<file path="config.mk">
export PLATFORM = sky130hd
export DESIGN_NAME = fetch_unit
export DESIGN_NICKNAME = d
export VERILOG_FILES = /design/src/rtl/riscv_pkg.sv /design/src/rtl/fetch_fifo.sv /design/src/rtl/fetch_unit.sv
export SDC_FILE = /design/constraint.sdc
export NUM_CORES = 1
export LEC_CHECK = 0
export ABC_CLOCK_PERIOD_IN_PS = 15800
export BUFFER_PORTS_ARGS = -buffer_cell sky130_fd_sc_hd__buf_2
export CORE_ASPECT_RATIO = 1.4
export CORE_MARGIN = 4
export CORE_UTILIZATION = 55
export CTS_BUF_LIST = sky130_fd_sc_hd__clkbuf_4
export CTS_CLUSTER_SIZE = 24
export DETAILED_ROUTE_END_ITERATION = 6
export PLACE_DENSITY = 0.86
export SYNTH_ARGS = -nofsm -noshare
export SYNTH_HDL_FRONTEND = slang
export SYNTH_SLANG_ARGS = --single-unit
export TNS_END_PERCENT = 5
</file>
<file path="constraint.sdc">
create_clock -name clk -period 15.8 [get_ports clk]
set_input_delay 0.79 -clock clk [delete_from_list [all_inputs] [get_ports clk]]
set_output_delay 0.79 -clock clk [all_outputs]
set_load 0.1 [all_outputs]
</file>
<file path="src/rtl/riscv_pkg.sv">
// Shared constants and types for the instruction-fetch front end.
package riscv_pkg;

   localparam int          XLEN             = 32;
   localparam logic [31:0] NOP_INSTR        = 32'h0000_0013;
   localparam logic [31:0] DEFAULT_RESET_PC = 32'h0000_0000;

   typedef struct packed {
      logic [31:0] pc;
      logic [31:0] instr;
   } fetch_entry_t;

endpackage

</file>
<file path="src/rtl/fetch_fifo.sv">
// Small circular buffer of fetched {pc, instr} entries with a single-cycle flush.
module fetch_fifo #(
   parameter int  DEPTH   = 2,
   parameter type entry_t = riscv_pkg::fetch_entry_t
) (
   input  logic                     clk,
   input  logic                     rst_n,
   input  logic                     push,
   input  logic                     pop,
   input  logic                     flush,
   input  entry_t                   data_in,
   output entry_t                   head,
   output logic [$clog2(DEPTH):0]   count,
   output logic                     full,
   output logic                     empty
);

   localparam int PW = $clog2(DEPTH);
   localparam int CW = PW + 1;

   entry_t          mem [DEPTH];
   logic [PW-1:0]   wr_ptr;
   logic [PW-1:0]   rd_ptr;

   // Pointers are exactly log2(DEPTH) bits, so they wrap without extra logic.
   always_ff @(posedge clk or negedge rst_n) begin
      if (!rst_n) begin
         wr_ptr <= '0;
         rd_ptr <= '0;
         count  <= '0;
      end else if (flush) begin
         wr_ptr <= '0;
         rd_ptr <= '0;
         count  <= '0;
      end else begin
         if (push)
            wr_ptr <= wr_ptr + 1'b1;
         if (pop)
            rd_ptr <= rd_ptr + 1'b1;
         count <= count + CW'(push) - CW'(pop);
      end
   end

   always_ff @(posedge clk) begin
      if (push)
         mem[wr_ptr] <= data_in;
   end

   assign head  = mem[rd_ptr];
   assign full  = (count == CW'(DEPTH));
   assign empty = (count == '0);

endmodule

</file>
<file path="src/rtl/fetch_unit.sv">
// Fetch stage: owns the PC, captures the imem word and queues {pc, instr} for decode.
module fetch_unit
   import riscv_pkg::*;
#(
   parameter logic [31:0] RESET_PC   = DEFAULT_RESET_PC,
   parameter int          FIFO_DEPTH = 2
) (
   input  logic        clk,
   input  logic        rst_n,
   input  logic        fetch_en,
   output logic [31:0] imem_pc,
   input  logic [31:0] imem_instr,
   input  logic        redirect_valid,
   input  logic [31:0] redirect_target,
   output logic        redirect_misaligned,
   output logic        out_valid,
   input  logic        out_ready,
   output logic [31:0] out_pc,
   output logic [31:0] out_instr,
   output logic [31:0] fetch_count
);

   localparam int CW = $clog2(FIFO_DEPTH) + 1;

   logic [31:0]   fetch_pc;
   logic          push;
   logic          pop;
   logic          full;
   logic          empty;
   logic [CW-1:0] count;
   fetch_entry_t  entry_in;
   fetch_entry_t  head;

   // A redirect cycle blocks both ends so stale entries never reach decode.
   assign out_valid = (count != '0) && !redirect_valid;
   assign pop       = out_valid && out_ready;
   assign push      = fetch_en && !redirect_valid && (!full || pop);

   assign imem_pc        = fetch_pc;
   assign entry_in.pc    = fetch_pc;
   assign entry_in.instr = imem_instr;

   assign out_pc    = empty ? 32'h0000_0000 : head.pc;
   assign out_instr = empty ? NOP_INSTR     : head.instr;

   fetch_fifo #(
      .DEPTH   (FIFO_DEPTH),
      .entry_t (fetch_entry_t)
   ) u_fifo (
      .clk     (clk),
      .rst_n   (rst_n),
      .push    (push),
      .pop     (pop),
      .flush   (redirect_valid),
      .data_in (entry_in),
      .head    (head),
      .count   (count),
      .full    (full),
      .empty   (empty)
   );

   always_ff @(posedge clk or negedge rst_n) begin
      if (!rst_n) begin
         fetch_pc            <= RESET_PC;
         fetch_count         <= '0;
         redirect_misaligned <= 1'b0;
      end else begin
         redirect_misaligned <= redirect_valid && (redirect_target[1:0] != 2'b00);
         if (redirect_valid) begin
            fetch_pc <= {redirect_target[31:2], 2'b00};
         end else if (push) begin
            fetch_pc    <= fetch_pc + 32'd4;
            fetch_count <= fetch_count + 32'd1;
         end
      end
   end

endmodule

</file>
# Word-level counts from Yosys, hierarchy flattened
# Memory sizes are Yosys's and may differ from the RTL's.
# Cells that the tools add are included.
word_totals:
  reg_bits: 69
  mem_bits_rw: 128
  wordCells: 40
  n_memories: 1
op_classes:
  add_sub_neg: 6
  eq_ne: 1
  mux: 11
  bitwise_logic: 1
  n_reduce_logical: 14
mem_list:
  columns: ["name", "words", "width", "rd", "rd_ports_with_merged_regs", "write_ports", "line_no", "text"]
  rows:
  - ["u_fifo.mem", 2, 64, 1, 0, 1, "fetch_fifo.sv:21", "entry_t mem [DEPTH];"]
ops:
  columns: ["operator", "n"]
  rows:
  - ["two-way mux 32 bit", 4]
  - ["adder 32 x 1 -> 32 bit, second input constant", 1]
  - ["adder 32 x 3 -> 32 bit, second input constant", 1]
  - ["nonzero test 2 bit", 4]
  - ["two-way mux 1 bit", 6]
  - ["logical AND 1 bit", 5]
  - ["adder 1 bit, second input constant", 2]
  - ["adder 2 x 1 -> 2 bit", 1]
  - ["equality test 2 bit, second input constant", 1]
  - ["zero test 1 bit", 2]
  - ["zero test 2 bit", 1]
  - ["two-way mux 2 bit", 1]
  - ["AND reduction 2 bit", 1]
  - ["subtractor 2 x 1 -> 2 bit", 1]
  - ["logical OR 1 bit", 1]
  - ["NOT 1 bit", 1]

# Longest topological paths before layout
# Gate-level depths: netlist of run 1.
depth:
  word_depth: 8
  ltp_mapped: 7
  ltp_nobuf: 6

# Cells and area by module
# A second synthesis of run 1 with hierarchy kept.
hier_totals:
  cells_unflattened: 635
  hier_area_um2: 8797.2
modules_own_cells:
  columns: ["module", "n_inst", "cells_each", "area_per_inst_um2", "seq_area_each_um2"]
  rows:
  - ["fetch_fifo", 1, 218, 5037.3, 3943.8]
  - ["fetch_unit", 1, 417, 3759.9, 1576.5]

# Worst setup path after synthesis of run 1
# Ideal clock, no wire load.
synth_path:
  path_kind: "input to register"
  startpoint: "input port redirect_valid"
  endpoint: "memory u_fifo.mem[0][0] (netlist name), enable pin"
  setup_ns: 0.559
  arrival_ns: 5.369
  t_required_ns: 15.241
  path_slack_ns: 9.872
  path_stages: 3
  cell_sequence: "buf_6 -> clkbuf_1 -> nor3_1"
synth_via:
  elab_chain_len: 7
  elab_cells_between_ends: 8
synth_lines:
  columns: ["element", "line_no", "text"]
  rows:
  - ["start, declared", "fetch_unit.sv:13", "input logic redirect_valid,"]
  - ["zero test 1 bit *", "fetch_unit.sv:35, fetch_unit.sv:37", null]
  - ["logical AND 1 bit", "fetch_unit.sv:35", "assign out_valid = (count != '0) && !redirect_valid;"]
  - ["logical AND 1 bit", "fetch_unit.sv:36", "assign pop = out_valid && out_ready;"]
  - ["logical OR 1 bit", "fetch_unit.sv:37", "assign push = fetch_en && !redirect_valid && (!full || pop);"]
  - ["logical AND 1 bit *", "fetch_unit.sv:37", null]
  - ["two-way mux 1 bit *", "fetch_fifo.sv:45", "if (push)"]
  - ["two-way mux 1 bit (implied by the code) *", "fetch_fifo.sv:46", "mem[wr_ptr] <= data_in;"]
  - ["end, declared", "fetch_fifo.sv:21", null]
# Mark *: on every way between the ends. The rest lies on a longest branch, timed or not.

# Worst setup path in the final report of run 1
layout_path:
  startpoint: "register u_fifo.rd_ptr"
  endpoint: "output port out_pc[9]"
layout_via:
  elab_chain_len: 2
layout_lines:
  columns: ["element", "line_no", "text"]
  rows:
  - ["start, declared", "fetch_fifo.sv:23", "logic [PW-1:0] rd_ptr;"]
  - ["start signal, assigned", "fetch_fifo.sv:39", "rd_ptr <= rd_ptr + 1'b1;"]
  - ["memory (2 x 64 bit)", null, null]
  - ["two-way mux 32 bit", "fetch_unit.sv:43", "assign out_pc = empty ? 32'h0000_0000 : head.pc;"]
  - ["end, declared", "fetch_unit.sv:18", "output logic [31:0] out_pc,"]
# Every way passes these cells.

==> flow_summary.yaml, run 1 <==
outcome:
  outcome: "completed"
finish:
  layout.core_utilization_pct: 65.9
  syn_to_final_growth_pct: 17.4
  multi_input_area_sq_um: 2570
  final_nets: 865
  final_cells: 997
  fillers: 1053
  drive_gt1_share_pct: 31.8
  regArea_sq_um: 5400
timing:
  period_minus_slack_ns: 3.43
  fin_tns_setup_ns: 0
  max-slew-margin-rel_pct: 26.2
  rsz0062_at_grt: "no"
  fin_skew_ns: 0.0258
  min_period_over_period_pct: 21.7
  setup_viol: 0
  hold_slack_ns: 0.391
  finalHoldViolations: 0
  drv_slew: 0
  tightest_slew_ns: 1.11
  max_freq_mhz: 292
hold_path:
  hp-class: "in2async"
synthesis:
  synthTopCellsByCount: "edfxtp_1 (124), nor2_1 (68), dfrtp_1 (67)"
  seq_area_frac_synth_pct: 66.7
  synthCells: 599
  ys_async_sr_fraction_pct: 35.1
  synth_area_sq_um: 8100
  yosysWarnings: 0
  synth_top_cell_by_area: "edfxtp_1"
  synthFlopType: "edfxtp_1"
  ys_seq_elements: 191
  netlist_top_cells_area: "edfxtp_1 (46%), dfrtp_1 (21%), mux2i_1 (7.8%), xnor2_1 (3.9%), nor2_1 (3.2%)"
  synth_top_cell_area_share_pct: 46.0
  synth_edf_count: 124
  synth_cell_types: 39
  synth_area_per_cell_sq_um: 13.5
  yosysMostFrequentCell: "edfxtp_1"
drt:
  wl_per_cell_um: 17.8
  drtAntennaViolNets: 0
  drt_iter0_markers: 232
  vias_per_cell: 5.36
  drc: 0
  dr.pass1.iters: 5
  vias: 5346
  totalWireLength_um: 17800
grt:
  grt_start_max_net_pins: 71
  grt_pass1_vias: 5625
  grt_usage_pct: 21.3
  grt_pass1_wl_um: 28400
  grt-ovfl-total: 0
  antenna_found_initial: 3
critical_path:
  crit_type: "reg2out"
  critPathLaunchType: "flip-flop"
  cp.arrival_ns: 2.64
  worst-endpoint-required_ns: 15.01
  crit_fanout: 63
  r2r-end: "u_fifo.mem[1][7]"
  crit_path_end: "out_pc[9]"
  slowest_stage: "dfrtp_4"
  crit_family: "flip-flops"
  max_stage_delay_ns: 1.15
  crit_start: "u_fifo.rd_ptr"
  crit_buf_inv: 1
  reg2reg_slack_ns: 13.05
  r2r_cells: 5
  cp_num_cells: 3
  endpoint_kind: "primary output"
  r2r_start: "u_fifo.count[0]"
  path_cells: "mux2i_1 > nor2_1 > buf_2"
clocking:
  clk_pin_slew_worst_paths_ns: 0.16
  clkSinkCount: 191
  cts_hold_buf: 0
  worstSkewPairLatency_ns: 0.55
  cts_made_buffers: 17
  cts_tree: "built"
  clock_path_buffers: 2
  cts_resized: 0
  cts_max_level: 4
  postCtsSetupBuffers: 0
  clockRootBuffer: "clkbuf_4"
floorplan:
  initial_core_util_pct: 56.1
  core_sq_um: 14400
  die_w_um: 111
  dieHeight_um: 152
  ioPinCount: 199
  die_area_sq_um: 16800
  fp-row-count: 52
pwr:
  finalPower_uw: 1140
  ir_drop_uv: 106
  power.density_nw_per_um2: 120
  leakage_uw: 0.00390
placement:
  dp_hpwl_um: 12600
  place_inst: 963
  gp_congestion: 0.803
  port_buffers: 194
flow_run:
  maxCapViolCount: 0
-- final cells by class --
class	count	area share (%)
inverters	2	0.0789
clock inverters	15	1.53
flip-flops and latches	191	56.8
multi-input cells	381	27.0
clock buffers	17	1.34
repair buffers	200	10.7
well taps	189	2.49
diodes	2	0.0526
-- layer usage --
layer | vias up | GRT usage, % | part of all wire, %
met4 | 2 | 9.30 | 2.0
met2 | 201 | 37.1 | 53
met3 | 32 | 5.56 | 6.5
met5 | - | 0 | 0.11
li1 | 2532 | - | -
met1 | 2579 | 25.2 | 38
-- registers in the layout, indices dropped and copies added, names as in the netlist --
register and cells:
imem_pc 30, u_fifo.mem 124, u_fifo.rd_ptr 1, fetch_count 32, redirect_misaligned 1, u_fifo.wr_ptr 1, u_fifo.count 2
-- logic make-up (layout without fill, tap and decap cells) --
family | count (synthesis) | in the layout | synth area share (%)
AOI/OAI and AO/OA | 37 | 37 | 2.35
xor gates and xnor gates | 63 | 63 | 6.81
adders and majority gates | 3 | 3 | 0.463
buffers and inverters | 30 | 234 | 1.92
DFF | 191 | 191 | 66.7
muxes | 65 | 65 | 8.06
other | 1 | 6 | 0.0463
and+or+nand+nor | 209 | 209 | 13.7
-- worst reg2reg max path, delay by kind of cell, from the launching register on --
family	cells	cell delay, ns
buf+inv	1	0.55
flops	1	0.62
simple gates	4	1.22
-- through the flow --
step | area, sq um | setup slack [ns]
2_1_floorplan | 8110 | 9.87
3_3_place_gp | 9240 | 12.78
3_5_place_dp | 9240 | 12.72
4_1_cts | 9510 | 12.34
5_1_grt | 9510 | 12.25
6_report | 9510 | 12.37
-- where the power goes --
| group | leakage (uW) | internal, uW | switching (uW) |
|---|---|---|---|
| registers | 0.00201 | 566 | 32.8 |
| logic | 0.00174 | 50.6 | 240 |
| clock network | 0.000152 | 71.5 | 180 |
-- how the worst min path moves through the flow --
stage	endpoint	slack (ns)	depth (start not counted)
after floorplan	fetch_count[0]	0.49	0
after global placement	fetch_count[31]	0.46	1
after detailed placement	fetch_count[7]	0.48	1
after CTS	u_fifo.mem[0][23]	0.37	1
after global routing	u_fifo.mem[1][23]	0.35	1
final	fetch_count[14]	0.39	2
-- layout by cell type (no fill, tap or decap), types with 3 or more instances in the layout --
master / synthesis / final
and2_1: 4 / 3
and3_1: 13 / 13
and4_1: 8 / 8
buf_2: 7 / 194
buf_4: 5 / 6
clkbuf_4: 0 / 17
clkinv_4: 0 / 4
conb_1: 1 / 4
dfrtp_1: 67 / 66
edfxtp_1: 124 / 124
ha_1: 3 / 3
inv_6: 0 / 5
inv_8: 0 / 4
mux2i_1: 63 / 63
nand2_1: 48 / 48
nand2b_1: 3 / 3
nand3_1: 22 / 22
nand3_2: 3 / 3
nand4_1: 17 / 17
nor2_1: 68 / 67
nor2_2: 4 / 4
nor3_4: 4 / 4
o21ai_0: 34 / 34
xnor2_1: 36 / 36
xor2_1: 27 / 27
No activity file was read; power rests on OpenSTA's default activity.
==> run 2: changes to the inputs <==
--- a/config.mk
+++ b/config.mk
@@ -5,15 +5,15 @@
 export SDC_FILE = /design/constraint.sdc
 export NUM_CORES = 1
 export LEC_CHECK = 0
-export ABC_CLOCK_PERIOD_IN_PS = 15800
+export ABC_CLOCK_PERIOD_IN_PS = 2750
 export BUFFER_PORTS_ARGS = -buffer_cell sky130_fd_sc_hd__buf_2
 export CORE_ASPECT_RATIO = 1.4
 export CORE_MARGIN = 4
-export CORE_UTILIZATION = 55
+export CORE_UTILIZATION = 50
 export CTS_BUF_LIST = sky130_fd_sc_hd__clkbuf_4
 export CTS_CLUSTER_SIZE = 24
 export DETAILED_ROUTE_END_ITERATION = 6
-export PLACE_DENSITY = 0.86
+export PLACE_DENSITY = 0.83
 export SYNTH_ARGS = -nofsm -noshare
 export SYNTH_HDL_FRONTEND = slang
 export SYNTH_SLANG_ARGS = --single-unit
==> constraint.sdc (replaced) <==
create_clock -name clk -period 2.75 [get_ports clk]
set_input_delay 0.1375 -clock clk [delete_from_list [all_inputs] [get_ports clk]]
set_output_delay 0.1375 -clock clk [all_outputs]
set_load 0.1 [all_outputs]
==> run 2 against run 1 <==
Effect of this change:
- final area up 8.1%
- largest cell class unchanged
- via count increased by 5.0%
- critical endpoint is now out_pc[14]
- non-clock buffer count increased by 67
- critical path depth up 1
- highest routed layer is now met4
==> flow_summary.yaml, run 2 (same netlist as run 1, synthesis figures left out) <==
timing:
  drv_slew: 0
  tightest_slew_ns: 0.911
  fin_skew_ns: 0.0276
  setup_viol: 0
  min_period_over_period_pct: 88.0
  period_minus_slack_ns: 2.42
  max-slew-margin-rel_pct: 39.3
  rsz0062_at_grt: "no"
  max_freq_mhz: 413
  fin_ws_ns: 0.329
  finalHoldViolations: 0
floorplan:
  dieHeight_um: 159
  ioPinCount: 199
  die_w_um: 116
  die_area_sq_um: 18300
  core_sq_um: 15700
  fp-row-count: 54
  initial_core_util_pct: 51.5
grt:
  grt_usage_pct: 21.0
  grt_start_max_net_pins: 68
  grt_pass1_wl_um: 29600
  grt-ovfl-total: 0
  antenna_found_initial: 1
  grt_pass1_vias: 5720
drt:
  totalWireLength_um: 19000
  vias: 5614
  dr.pass1.iters: 5
  drtAntennaViolNets: 0
  vias_per_cell: 5.25
  drt_iter0_markers: 317
  wl_per_cell_um: 17.8
  drc: 0
clocking:
  clk_pin_slew_worst_paths_ns: 0.17
  postCtsSetupBuffers: 0
  cts_resized: 0
  worstSkewPairLatency_ns: 0.54
  clockRootBuffer: "clkbuf_4"
  cts_made_buffers: 17
  cts_max_level: 4
  cts_tree: "built"
  clkSinkCount: 191
  clock_path_buffers: 2
outcome:
  outcome: "completed"
finish:
  drive_gt1_share_pct: 29.4
  final_common_cell: "buf_2"
  largest_register: "u_fifo.mem"
  final_cell_mix: "buf_2 (193), edfxtp_1 (124), nor2_1 (67)"
  final_cell_area_sq_um: 10300
  largest_register_ffs: 124
  syn_to_final_growth_pct: 26.9
  final_nets: 932
pwr:
  leakage_uw: 0.00420
  power.density_nw_per_um2: 653
  ir_drop_uv: 474
  finalPower_uw: 6710
critical_path:
  cp.arrival_ns: 2.28
  worst-endpoint-required_ns: 2.61
  slowest_stage: "dfrtp_4"
  crit_type: "reg2out"
  path_cells: "buf_4 > mux2i_1 > nor2_1 > buf_2"
  endpoint_kind: "primary output"
  crit_fanout: 20
  crit_buf_inv: 2
  max_stage_delay_ns: 0.70
  crit_family: "buffers and inverters"
  critPathLaunchType: "flip-flop"
placement:
  gp_congestion: 0.747
  place_worst_setup_slack_ns: 0.541
  port_buffers: 194
  place_area_sq_um: 9330
  dp_hpwl_um: 12600
flow_run:
  maxCapViolCount: 0
hold_path:
  hp-class: "in2reg"
run 2: path summary, 6_finish.rpt:
path	start	end	slack [ns]	cells after the start
max	u_fifo.rd_ptr	out_pc[14]	0.33	4
min	fetch_en	u_fifo.wr_ptr	0.08	4
max reg2reg	u_fifo.count[0]	u_fifo.mem[1][41]	0.52	5
min reg2reg	fetch_count[11]	fetch_count[11]	0.50	1
max in group asynchronous	rst_n	u_fifo.rd_ptr	1.84	2
min in group asynchronous	rst_n	fetch_count[13]	0.19	2
run 2: power breakdown:
part	internal [uW]	switching (uW)	total, uW
clock	429	1080	1510
sequential	3250	165	3420
combinational	363	1420	1790
total	4040	2670	6710
run 2: routing by layer:
layer	routed length, um	global-route usage [%]
met1	7310	24.4
met2	10100	37.7
met3	1300	5.70
met4	297	6.26
met5	0	0
run 2: per-stage QoR:
step | TNS [ns] | hold slack [ns] | std cells | utilization (%)
CTS | 0 | 0.0222 | 1069 | 65.3
finish | 0 | 0.0784 | 1070 | 65.3
detailed placement | 0 | 0.323 | 971 | 59.3
floorplan | -2.22 | -0.158 | 602 | -
global route | 0 | 0.0368 | 1070 | 65.3
global placement | 0 | 0.320 | 971 | 59.3
run 2: tightest hold or removal path, cell delays in order:
cell and delay [ns]:
buf_2 0.14, nand2_4 0.12, xor2_1 0.08, nor2_1 0.09
run 2: repair_timing:
action                     in CTS  in global routing
hold buffers                   66                  0
hold endpoints to repair      163                  0
setup endpoints to repair       0                  0
run 2: cell type report:
cell class	instances	area (sq um)
Fill cell	1162	5460
Clock inverter	15	164
Inverter	2	7.51
Multi-Input combinational cell	381	2580
Sequential cell	191	5400
Antenna cell	1	2.50
Clock buffer	17	128
Tap cell	196	245
Timing Repair Buffer	267	1750
